[src/rtl/hex_entry_reg.sv]
// Hex-digit entry register: edge-triggered add/del/clr with a post-command lockout,
// parallel load and a digit counter. Define HEX_ENTRY_SAT_EN for saturating mode with sticky ovf.
module hex_entry_reg #(
  parameter int DIGITS  = 4,
  parameter int DIGIT_W = 4,
  parameter int LOCKOUT = 10_000_000
) (
  input  logic                          sys_clk,
  input  logic                          rst,
  input  logic [DIGITS*DIGIT_W-1:0]     data_i,
  input  logic                          load,
  input  logic [DIGIT_W-1:0]            hex,
  input  logic                          add,
  input  logic                          del,
  input  logic                          clr,
  output logic [DIGITS*DIGIT_W-1:0]     data_o,
  output logic [$clog2(DIGITS+1)-1:0]   count,
  output logic                          full,
`ifdef HEX_ENTRY_SAT_EN
  output logic                          ovf,
`endif
  output logic                          busy
);

  localparam int DW   = DIGITS * DIGIT_W;
  localparam int CNTW = $clog2(DIGITS + 1);
  localparam int LCW  = (LOCKOUT > 1) ? $clog2(LOCKOUT) : 1;
  localparam logic [CNTW-1:0] FULL_CNT = CNTW'(DIGITS);
  localparam logic [LCW-1:0]  LOCK_MAX = LCW'(LOCKOUT - 1);

  logic          add_q, add_qq, del_q, del_qq, clr_q, clr_qq;
  logic [DW-1:0] data_q, data_d;
  logic [CNTW-1:0] count_q, count_d;
  logic          busy_q, busy_d;
  logic [LCW-1:0] lock_q, lock_d;
  logic          add_fire_s, del_fire_s, clr_fire_s, is_full_s;
`ifdef HEX_ENTRY_SAT_EN
  logic          ovf_q, ovf_d;
`endif

  // Commands fire on a rising edge of the registered input, only outside lockout.
  assign add_fire_s = add_q & ~add_qq & ~busy_q;
  assign del_fire_s = del_q & ~del_qq & ~busy_q;
  assign clr_fire_s = clr_q & ~clr_qq & ~busy_q;
  assign is_full_s  = (count_q == FULL_CNT);

  always_comb begin
    data_d  = data_q;
    count_d = count_q;
    busy_d  = busy_q;
    lock_d  = lock_q;
`ifdef HEX_ENTRY_SAT_EN
    ovf_d   = ovf_q;
`endif

    if (busy_q) begin
      if (lock_q == LOCK_MAX) begin
        busy_d = 1'b0;
        lock_d = '0;
      end else begin
        lock_d = lock_q + LCW'(1);
      end
    end else begin
      lock_d = '0;
    end

    // Load outranks every command and leaves the lockout running untouched.
    if (load) begin
      data_d  = data_i;
      count_d = FULL_CNT;
    end else if (clr_fire_s) begin
      data_d  = '0;
      count_d = '0;
`ifdef HEX_ENTRY_SAT_EN
      ovf_d   = 1'b0;
`endif
      busy_d  = 1'b1;
      lock_d  = '0;
    end else if (add_fire_s) begin
      busy_d = 1'b1;
      lock_d = '0;
      if (is_full_s) begin
`ifdef HEX_ENTRY_SAT_EN
        ovf_d  = 1'b1;
`else
        data_d = {data_q[(DIGITS-1)*DIGIT_W-1:0], hex};
`endif
      end else begin
        data_d  = {data_q[(DIGITS-1)*DIGIT_W-1:0], hex};
        count_d = count_q + CNTW'(1);
      end
    end else if (del_fire_s) begin
      data_d = {{DIGIT_W{1'b0}}, data_q[DW-1:DIGIT_W]};
      busy_d = 1'b1;
      lock_d = '0;
      if (count_q != '0) begin
        count_d = count_q - CNTW'(1);
      end else begin
        count_d = '0;
      end
    end else begin
      data_d = data_q;
    end
  end

  always_ff @(posedge sys_clk) begin
    if (rst) begin
      add_q   <= 1'b0;
      add_qq  <= 1'b0;
      del_q   <= 1'b0;
      del_qq  <= 1'b0;
      clr_q   <= 1'b0;
      clr_qq  <= 1'b0;
      data_q  <= '0;
      count_q <= '0;
      busy_q  <= 1'b0;
      lock_q  <= '0;
`ifdef HEX_ENTRY_SAT_EN
      ovf_q   <= 1'b0;
`endif
    end else begin
      add_q   <= add;
      add_qq  <= add_q;
      del_q   <= del;
      del_qq  <= del_q;
      clr_q   <= clr;
      clr_qq  <= clr_q;
      data_q  <= data_d;
      count_q <= count_d;
      busy_q  <= busy_d;
      lock_q  <= lock_d;
`ifdef HEX_ENTRY_SAT_EN
      ovf_q   <= ovf_d;
`endif
    end
  end

  assign data_o = data_q;
  assign count  = count_q;
  assign full   = is_full_s;
  assign busy   = busy_q;
`ifdef HEX_ENTRY_SAT_EN
  assign ovf    = ovf_q;
`endif

endmodule

[config.mk]
export PLATFORM = sky130hd
export DESIGN_NAME = hex_entry_reg
export DESIGN_NICKNAME = d
export VERILOG_FILES = /design/src/rtl/hex_entry_reg.sv
export SDC_FILE = /design/constraint.sdc
export NUM_CORES = 1
export LEC_CHECK = 0
export BUFFER_PORTS_ARGS = -buffer_cell sky130_fd_sc_hd__clkbuf_2
export CORE_MARGIN = 10
export CORE_UTILIZATION = 30
export DETAILED_ROUTE_END_ITERATION = 6
export GPL_TIMING_DRIVEN = 0
export HOLD_SLACK_MARGIN = 0.12
export MAX_ROUTING_LAYER = met4
export PLACE_DENSITY_LB_ADDON = 0.25
export RECOVER_POWER = 25
export REMOVE_ABC_BUFFERS = 1
export SLEW_MARGIN = 20
export SYNTH_ARGS = -nofsm -noshare
export SYNTH_HDL_FRONTEND = slang
export SYNTH_SLANG_ARGS = --single-unit
[constraint.sdc]
create_clock -name sys_clk -period 5.3 [get_ports sys_clk]
set_input_delay 1.06 -clock sys_clk [delete_from_list [all_inputs] [get_ports sys_clk]]
set_output_delay 1.06 -clock sys_clk [all_outputs]
set_load 0.03 [all_outputs]
==> results.md, run 1 <==
* Die Height at 111 um
* Crit start category: input pin
* Max-slew headroom at 0.217
* Clk pwr share at 0.349
* Slew Viols, Final at 0
* Slowest stage delay, CP at 0.84 ns
* Most frequent cell after synthesis: dfxtp_1
* Hold-fix buffers at CTS at 0
* Max Cap Violations at 0
* CP max-delay cell: clkbuf_1
* Core Area at 8090 um2
* RSZ-0062 raised after global routing: no
* Worst Clk Skew at approximately 0.015 ns
* Area contributors post-synth: dfxtp_1 (41%), mux2_2 (5.9%), a21oi_1 (5.5%)
* Post-route cell area at 2910 um2
* DR vias/cell at 4.98
* Setup TNS Final at 0 ns
* Htree depth at 2
* WL final at 5960 um
* Final Cycle Share at 0.484
* Fmax at 390 MHz
* ANT cells at 0
* Post-synth top cells: dfxtp_1 (50), a21oi_1 (27), nor2_1 (23)
* Pwr/cell area at 270 nW/um2
* Sequential share of power at 0.512
* Routed len/inst at 13.9 um
* Element type at the critical path end: register
* Yosys reg bits at 50
* Yosys top cell by area: dfxtp_1
* Switching share of power at 0.261
* Worst EP arrival at 2.76 ns
* Max VDD drop at 0.0998 mV
* DP HPWL at 4330 um
* CP bufs+invs at 3
* Largest net degree at the start of global routing at 26
* P_leak at 1.04 nW
* Post-synth EDFFs at 0
* Post-Syn Area at 2470 um2
* Clk buf depth at 2
* Initial antenna violation count at 0
* Top delay family on crit path: buffers and inverters
* DRC at 0
* Logic gate share of total power at 0.139
* Syn Inst Count at 280
* Initial drt markers at 98
* Psw at between 0.2 and 0.25 mW
* First-pass GRT wire length at just over 10000 um
* CP cell instances: clkbuf_1, inv_1, o311ai_4, buf_6, nor2_1
* Layout area overhead at 18.1%
* Syn Area/Cell at 8.81 um2
* DR pass1 iterations at 4
* Root Driver: clkbuf_8
* Most used DFF post-synth: dfxtp_1
* Die W at 111 um
* Tmin final at around 2.6 ns
* CTS Buf Count at 5
* Vias in the first global route at 2117
* Postcts setup bufs at 0
* Fraction of layout cells with a size suffix above 1 at 0.242
* Initial Util at 0.305
* Synth Warn # at 0
* Kind of critical path: in -> reg
* Final Hold Vio Count at 0
* Slew @ Worst Pin at 1.17 ns
* Grt ovf at 0
* Final setup violation count at 0
* CTS tree: built
* Placed cell areas at 2810 um2
* Hold WC Path Type: reg -> reg
* Max reg flops at 24
* Nets@finish at 354
* Top fanout value on the critical path at 25
* All-Layer GR Usage at 0.0993
* Antenna Violating Nets Remaining at 0
* Final GP Congestion at 0.769
* Clock-pin transition on the worst setup and hold timing paths at 0.08 ns
* DIE AREA at 12200 um2
* Status: finished, final reports clean
* CTS Sinks at 50
* Internal power at 0.581 mW
* Top reg by flops: lock_q
* Ys async rst share at 0
* Worst Path Required at 5.49 ns
* Reg2Reg Setup Slack at between 3 and 4 ns
* Fin util at 0.360
* Hold WS at about 0.46 ns
* DR vias at approximately 2100
* Number of cell rows at 33
* Port Buffer Count at 46
* Yosys top cell area share at 0.406
* IO Pins at 47
* Register area share after synthesis at 0.406
* PostCTS Resize Cnt at 0
* Yosys cell types at 43
* Worst-Skew Late Latency at slightly above 0.3 ns
layout make-up:
type,instances,area [um2]
timing repair buffer,49,249
multi-input combinational,203,1370
clock buffer,6,82.6
tap,105,131
clock inverter,1,30.0
sequential,50,1000
fill,882,5180
inverter,13,48.8
final timing paths:
check | to | depth (start not counted) | from
setup / recovery | lock_q[12] | 5 | rst
hold / removal | lock_q[0] | 1 | lock_q[0]
setup reg to reg | lock_q[12] | 6 | lock_q[0]
hold reg to reg | lock_q[0] | 1 | lock_q[0]
kinds of logic after synthesis:
kind of cell	synth area share
and+or+nand+nor	0.231
AOI/OAI and AO/OA	0.176
muxes	0.0634
xor gates and xnor gates	0.0462
buffers and inverters	0.0472
adders and majority gates	0.0304
DFF	0.406
through the flow:
| step | power [mW] | instances | worst slack (ns) |
|---|---|---|---|
| after detailed placement | 0.522 | 420 | 2.53 |
| after floorplan | 0.478 | 266 | 2.71 |
| after CTS | 0.800 | 427 | 2.74 |
| after global routing | 0.827 | 427 | 2.47 |
| after global placement | 0.518 | 417 | 1.59 |
| final | 0.787 | 427 | 2.73 |
worst reg2reg max path, stage by stage, from the launching register on:
cell and delay [ns]:
dfxtp_1 0.36, ha_1 0.21, nand2_1 0.19, or2_2 0.37, o311ai_4 0.61, buf_6 0.23
nor2_1 0.05
layer usage:
| layer | GRT usage | part of all wire | vias to the layer above |
|---|---|---|---|
| met5 | - | 0 | - |
| met4 | 0.0399 | 0.018 | 0 |
| met3 | 0.0184 | 0.021 | 6 |
| met2 | 0.159 | 0.49 | 23 |
| met1 | 0.120 | 0.47 | 1005 |
| li1 | - | - | 1093 |
layout by cell type (no fill, tap or decap), types with 3 or more instances in the layout:
cell type / n
a32oi_1: 11
xnor2_1: 10
nor3_1: 10
a221oi_1: 4
a21oi_1: 27
nand2b_1: 3
nand3_1: 6
xor2_1: 3
or3_1: 4
nor4_1: 5
mux2_2: 13
inv_1: 13
nor2_1: 23
clkbuf_8: 6
clkbuf_1: 6
nand2_1: 21
nor2b_1: 9
o21ai_0: 7
ha_1: 6
a31o_2: 4
dfxtp_1: 50
o31ai_1: 3
nand4_1: 6
clkbuf_2: 40
power by group through the flow:
stage          combinational, mW  clock, mW  sequential (mW)
2_1_floorplan             0.0512          0            0.427
3_3_place_gp               0.108          0            0.410
3_5_place_dp               0.111          0            0.411
4_1_cts                    0.111      0.286            0.402
5_1_grt                    0.120      0.301            0.405
6_report                   0.109      0.275            0.403
Note: power is estimated with default switching activity, not from simulation.
==> run 2: changes to the inputs <==
==> constraint.sdc (replaced) <==
create_clock -name sys_clk -period 2.1 [get_ports sys_clk]
set_input_delay 0.42 -clock sys_clk [delete_from_list [all_inputs] [get_ports sys_clk]]
set_output_delay 0.42 -clock sys_clk [all_outputs]
set_load 0.03 [all_outputs]
==> run 2 against run 1 <==
  * First-iteration DRC count increased by 19%
  * Setup slack got worse by 2.6 ns
  * Power increased to 2.5 times the previous value
  * Worst hold slack got worse by 0.12 ns
  * Critical path depth unchanged
  * Final area increased by 0.99%
  * Global-route usage about the same
  * Clock power increased to 2.5 times the previous value
  * Highest routed layer unchanged
==> results.md, run 2 (synthesized netlist as in run 1, its figures left out) <==
* Layout area overhead at 19.2% (was 18.1%)
* Final setup violation count at 0 (unchanged)
* DIE AREA at 12200 um2 (unchanged)
* Max-slew headroom at 0.486 (was 0.217)
* CP max-delay cell: dfxtp_1 (was clkbuf_1)
* Routed len/inst at 14.0 um (was 13.9 um)
* RSZ-0062 raised after global routing: no (unchanged)
* DP HPWL at 4330 um (unchanged)
* Root Driver: clkbuf_8 (unchanged)
* Pwr/cell area at 680 nW/um2 (was 270 nW/um2)
* Element type at the critical path end: register (unchanged)
* CP cell instances: nor3b_4, buf_4, mux2_2, a32oi_1, a21oi_1 (was clkbuf_1, inv_1, o311ai_4, buf_6, nor2_1)
* First-pass GRT wire length at 10400 um (was 10300 um)
* CTS Sinks at 50 (unchanged)
* Slew Viols, Final at 0 (unchanged)
* Largest net degree at the start of global routing at 26 (unchanged)
* Nets@finish at 356 (was 354)
* Die W at 111 um (unchanged)
* Initial Util at 0.305 (unchanged)
* DR vias at 2130 (was 2127)
* Top delay family on crit path: flip-flops (was buffers and inverters)
* Worst EP arrival at 2.13 ns (was 2.76 ns)
* Port Buffer Count at 46 (unchanged)
* Clk buf depth at 2 (unchanged)
* Fill count at 884 (was 882)
* Htree depth at 2 (unchanged)
* Fraction of layout cells with a size suffix above 1 at 0.235 (was 0.242)
* Final GP Congestion at 0.769 (unchanged)
* Worst-Skew Late Latency at 0.31 ns (about the same)
* Most frequent cells in the layout: dfxtp_1 (50), clkbuf_2 (36), a21oi_1 (27), nor2_1 (23), nand2_1 (21) (was dfxtp_1 (50), clkbuf_2 (40), a21oi_1 (27), nor2_1 (23), nand2_1 (21))
* Antenna Violating Nets Remaining at 0 (unchanged)
* All-Layer GR Usage at 0.0995 (was 0.0993)
* Slowest stage delay, CP at 0.52 ns (was 0.84 ns)
* Max VDD drop at 0.255 mV (was 0.0998 mV)
* Hold WC Path Type: in -> reg (was reg -> reg)
* Worst Clk Skew at 0.0149 ns (was 0.0146 ns)
* CTS Buf Count at 5 (unchanged)
* Critical path depth at 5 (unchanged)
* DRC at 0 (unchanged)
* Fmax at roughly 510 MHz
* Final Worst Setup Slack at 0.142 ns (was 2.73 ns)
* Max reg flops at 24 (unchanged)
* Die Height at 111 um (unchanged)
* Placed cell areas at 2810 um2 (unchanged)
* Initial drt markers at 117 (was 98)
* CP bufs+invs at 1 (was 3)
* Reg2Reg Setup Slack at 0.14 ns (was 3.17 ns)
* Final Cycle Share at 0.932
* Clock-pin transition on the worst setup and hold timing paths at 0.10 ns (was 0.08 ns)
* Max Cap Violations at 0 (unchanged)
* Vias in the first global route at 2132 (was 2117)
* Number of cell rows at 33 (unchanged)
* Slew @ Worst Pin at 0.765 ns (was 1.17 ns)
* IO Pins at 47 (unchanged)
* Kind of critical path: reg -> reg (was in -> reg)
* Reg2Reg Depth at 5 (was 6)
* Hold WS at 0.331 ns (was 0.455 ns)
* Post-route cell area at 2940 um2 (was 2910 um2)
* DR pass1 iterations at 4 (unchanged)
* Non-filler cells, final at 429 (was 427)
* Worst Path Required at 2.27 ns (was 5.49 ns)
* Crit start category: register (was input pin)
* Top reg by flops: lock_q (unchanged)
* Status: finished, final reports clean (unchanged)
* Tmin final at 1.96 ns
* Hold Path Depth at 3 (was 1)
* Final Hold Vio Count at 0 (unchanged)
* ANT cells at 0 (unchanged)
* CTS tree: built (unchanged)
* Top fanout value on the critical path at 15 (was 25)
* Hold-fix buffers at CTS at 0 (unchanged)
* Initial antenna violation count at 0 (unchanged)
* Commonest non-fill, non-tap cell in the layout: dfxtp_1 (unchanged)
* Core Area at 8090 um2 (unchanged)
* Grt ovf at 0 (unchanged)
* Dpl ws at -0.0468 ns (was 2.53 ns)
* Cells after DPL at 420 (unchanged)
* WL final at 6000 um (was 5960 um)
* Fin util at 0.363 (was 0.360)
* DR vias/cell at 4.97 (was 4.98)
* P_leak at 1.04 nW (about the same)
run 2: cell count changes in the layout (fill, tap and decap cells not counted):
cell	previous run	this run
a2111oi_2	1	0
a2111oi_4	0	1
buf_4	2	4
clkbuf_1	6	10
clkbuf_2	40	36
nor3b_2	1	0
nor3b_4	0	1
run 2: path summary, 6_finish.rpt:
kind | start | endpoint
min reg2reg | lock_q[0] | lock_q[0]
max | busy | data_o[0]
max reg2reg | busy | data_o[0]
min | data_i[5] | data_o[5]
run 2: report_power, final:
| part | total [mW] | internal [mW] | switching (mW) |
|---|---|---|---|
| combinational | 0.283 | 0.110 | 0.173 |
| clock | 0.698 | 0.382 | 0.316 |
| sequential | 1.02 | 0.979 | 0.0384 |
| total | 2.00 | 1.47 | 0.528 |
run 2: metal layers:
metal	routed length (um)	global-route usage	up-vias
li1	-	-	1096
met5	0	-	-
met4	107	0.0399	0
met1	2860	0.120	997
met3	151	0.0184	7
met2	2880	0.160	30
run 2: final cells by class:
type,count,area [um2],area share
multi-input combinational,203,1390,0.472
sequential,50,1000,0.340
timing repair buffer,51,259,0.0881
tap,105,131,0.0447
clock buffer,6,82.6,0.0281
inverter,13,48.8,0.0166
clock inverter,1,30.0,0.0102
run 2: per-stage QoR:
stage	TNS, ns	power [mW]
6_report	0	2.00
2_1_floorplan	-3.75	1.21
3_3_place_gp	-25.33	1.31
5_1_grt	0	2.09
4_1_cts	0	2.02
3_5_place_dp	-0.517	1.32
run 2: repair_timing:
| action | in CTS | in global routing |
|---|---|---|
| setup buffers | 2 | 0 |
| resized for setup | 0 | 2 |
| pin swaps | 1 | 1 |
| endpoints found under the setup margin | 11 | 10 |
| cloned | 0 | 0 |
run 2: worst min-delay path, delay by kind of cell:
family,cells,cell delay [ns]
buf+inv,1,0.08
simple gates,1,0.05
compound gates,1,0.05
==> run 3: changes to the inputs <==
--- a/config.mk
+++ b/config.mk
@@ -13,7 +13,6 @@
 export HOLD_SLACK_MARGIN = 0.12
 export MAX_ROUTING_LAYER = met4
 export PLACE_DENSITY_LB_ADDON = 0.25
-export RECOVER_POWER = 25
 export REMOVE_ABC_BUFFERS = 1
 export SLEW_MARGIN = 20
 export SYNTH_ARGS = -nofsm -noshare
==> run 3 against run 2 <==
  * Die area is the same
  * First-iteration DRC count down 3.4%
  * Via count rose by 0.28%
  * Non-clock buffer count unchanged
  * Power about the same
  * Fmax about the same
  * Combinational power barely moved
  * Final area increased by 0.43%
  * Register-to-register slack barely moved
  * Count of clock-buffer cells in the layout unchanged
  * Cell count unchanged
  * Largest cell class unchanged
==> results.md, run 3 (synthesized netlist as in run 1, its figures left out) <==
* Max reg flops at 24 (unchanged)
* IO Pins at 47 (unchanged)
* Antenna Violating Nets Remaining at 0 (unchanged)
* Worst Clk Skew at 0.0146 ns (was 0.0149 ns)
* Largest net degree at the start of global routing at 26 (unchanged)
* DRC at 0 (unchanged)
* Max VDD drop at 0.254 mV (was 0.255 mV)
* Placed cell areas at 2810 um2 (unchanged)
* Worst EP arrival at 2.20 ns (was 2.13 ns)
* Element type at the critical path end: register (unchanged)
* WL final at 5970 um (was 6000 um)
* DR vias/cell at 4.98 (was 4.97)
* Clock-pin transition on the worst setup and hold timing paths at 0.10 ns (about the same)
* Hold WS at 0.333 ns (was 0.331 ns)
* Root Driver: clkbuf_8 (unchanged)
* Initial drt markers at 113 (was 117)
* Port Buffer Count at 46 (unchanged)
* Final GP Congestion at 0.769 (unchanged)
* Number of cell rows at 33 (unchanged)
* Slew @ Worst Pin at 0.766 ns (was 0.765 ns)
* Kind of critical path: reg -> reg (unchanged)
* Final setup violation count at 0 (unchanged)
* DR pass1 iterations at 4 (unchanged)
* Fmax at 511 MHz (about the same)
* Final Worst Setup Slack at 0.143 ns (was 0.142 ns)
* Fraction of layout cells with a size suffix above 1 at 0.265 (was 0.235)
* Status: finished, final reports clean (unchanged)
* Post-route cell area at 2950 um2 (was 2940 um2)
* CTS tree: built (unchanged)
* All-Layer GR Usage at 0.0995 (unchanged)
* Max-slew headroom at 0.486 (about the same)
* Routed len/inst at 13.9 um (was 14.0 um)
* Initial Util at 0.305 (unchanged)
* Final Cycle Share at 0.932 (about the same)
* Final Hold Vio Count at 0 (unchanged)
* Pwr/cell area at 676 nW/um2 (was 680 nW/um2)
* Htree depth at 2 (unchanged)
* Crit start category: register (unchanged)
* Fin util at 0.365 (was 0.363)
* Max Cap Violations at 0 (unchanged)
* Most frequent cells in the layout: dfxtp_1 (50), clkbuf_2 (46), a21oi_1 (27), nor2_1 (23), nand2_1 (21) (was dfxtp_1 (50), clkbuf_2 (36), a21oi_1 (27), nor2_1 (23), nand2_1 (21))
* Vias in the first global route at 2132 (unchanged)
* Core Area at 8090 um2 (unchanged)
* Initial antenna violation count at 0 (unchanged)
* Layout area overhead at 19.7% (was 19.2%)
* CTS Sinks at 50 (unchanged)
* DR vias at 2136 (was 2130)
* Grt ovf at 0 (unchanged)
* Top fanout value on the critical path at 8 (was 15)
* DIE AREA at 12200 um2 (unchanged)
* Hold-fix buffers at CTS at 0 (unchanged)
* Fill count at 874 (was 884)
* Nets@finish at 356 (unchanged)
* Tmin final at 1.96 ns (about the same)
* First-pass GRT wire length at 10400 um (unchanged)
* Worst Path Required at 2.34 ns (was 2.27 ns)
* Worst-Skew Late Latency at 0.31 ns (about the same)
* ANT cells at 0 (unchanged)
* DP HPWL at 4330 um (unchanged)
* Hold Path Depth at 3 (unchanged)
* CTS Buf Count at 5 (unchanged)
* Hold WC Path Type: in -> reg (unchanged)
* P_leak at 1.07 nW (was 1.04 nW)
* RSZ-0062 raised after global routing: no (unchanged)
* Top reg by flops: lock_q (unchanged)
* Clk buf depth at 2 (unchanged)
* Die W at 111 um (unchanged)
* Dpl ws at -0.0468 ns (unchanged)
* Reg2Reg Depth at 5 (unchanged)
* Pwr Total at 2.00 mW (about the same)
* Commonest non-fill, non-tap cell in the layout: dfxtp_1 (unchanged)
* Die Height at 111 um (unchanged)
* Slew Viols, Final at 0 (unchanged)
run 3: cell counts in the layout (fill, tap and decap cells not counted):
No cell type changed its count.
run 3: area by class of cell:
cell class                      instances  area, um2  area share
Clock buffer                            6       82.6      0.0280
Clock inverter                          1       30.0      0.0102
Inverter                               13       48.8      0.0165
Multi-Input combinational cell        203       1390       0.470
Sequential cell                        50       1000       0.339
Tap cell                              105        131      0.0445
Timing Repair Buffer                   51        272      0.0919
run 3: worst max-delay path, stage by stage (launching register included):
cell and delay (ns):
dfxtp_1 0.36, ha_1 0.21, nand2_1 0.20, or3_4 0.47, or4_1 0.51, a21oi_1 0.15
run 3: timing repair:
action                                  in CTS  in global routing
setup buffers                                2                  0
pin swaps                                    1                  1
endpoints found under the setup margin      11                 10
resized for setup                            0                  2
run 3: per-layer routing:
layer,share of wire,vias to the layer above,track usage,wire length [um]
met2,0.49,31,0.160,2900
met1,0.47,1001,0.120,2800
li1,-,1097,-,-
met5,0,-,-,0
met3,0.027,7,0.0184,160
met4,0.016,0,0.0399,96
run 3: worst paths after layout:
path | startpoint | slack [ns] | endpoint
max | lock_q[0] | 0.14 | lock_q[20]
min | data_i[5] | 0.33 | data_o[5]
max reg2reg | lock_q[0] | 0.14 | lock_q[20]
min reg2reg | lock_q[0] | 0.46 | lock_q[0]
run 3: per-stage QoR:
step | instances | TNS, ns
final | 429 | 0
after floorplan | 266 | -3.75
after global routing | 429 | 0
after CTS | 429 | 0
after detailed placement | 420 | -0.517
after global placement | 417 | -25.33
run 3: power breakdown:
part           switching [mW]  internal (mW)
registers              0.0385          0.979
logic                   0.173          0.113
clock network           0.313          0.382
total                   0.524           1.47
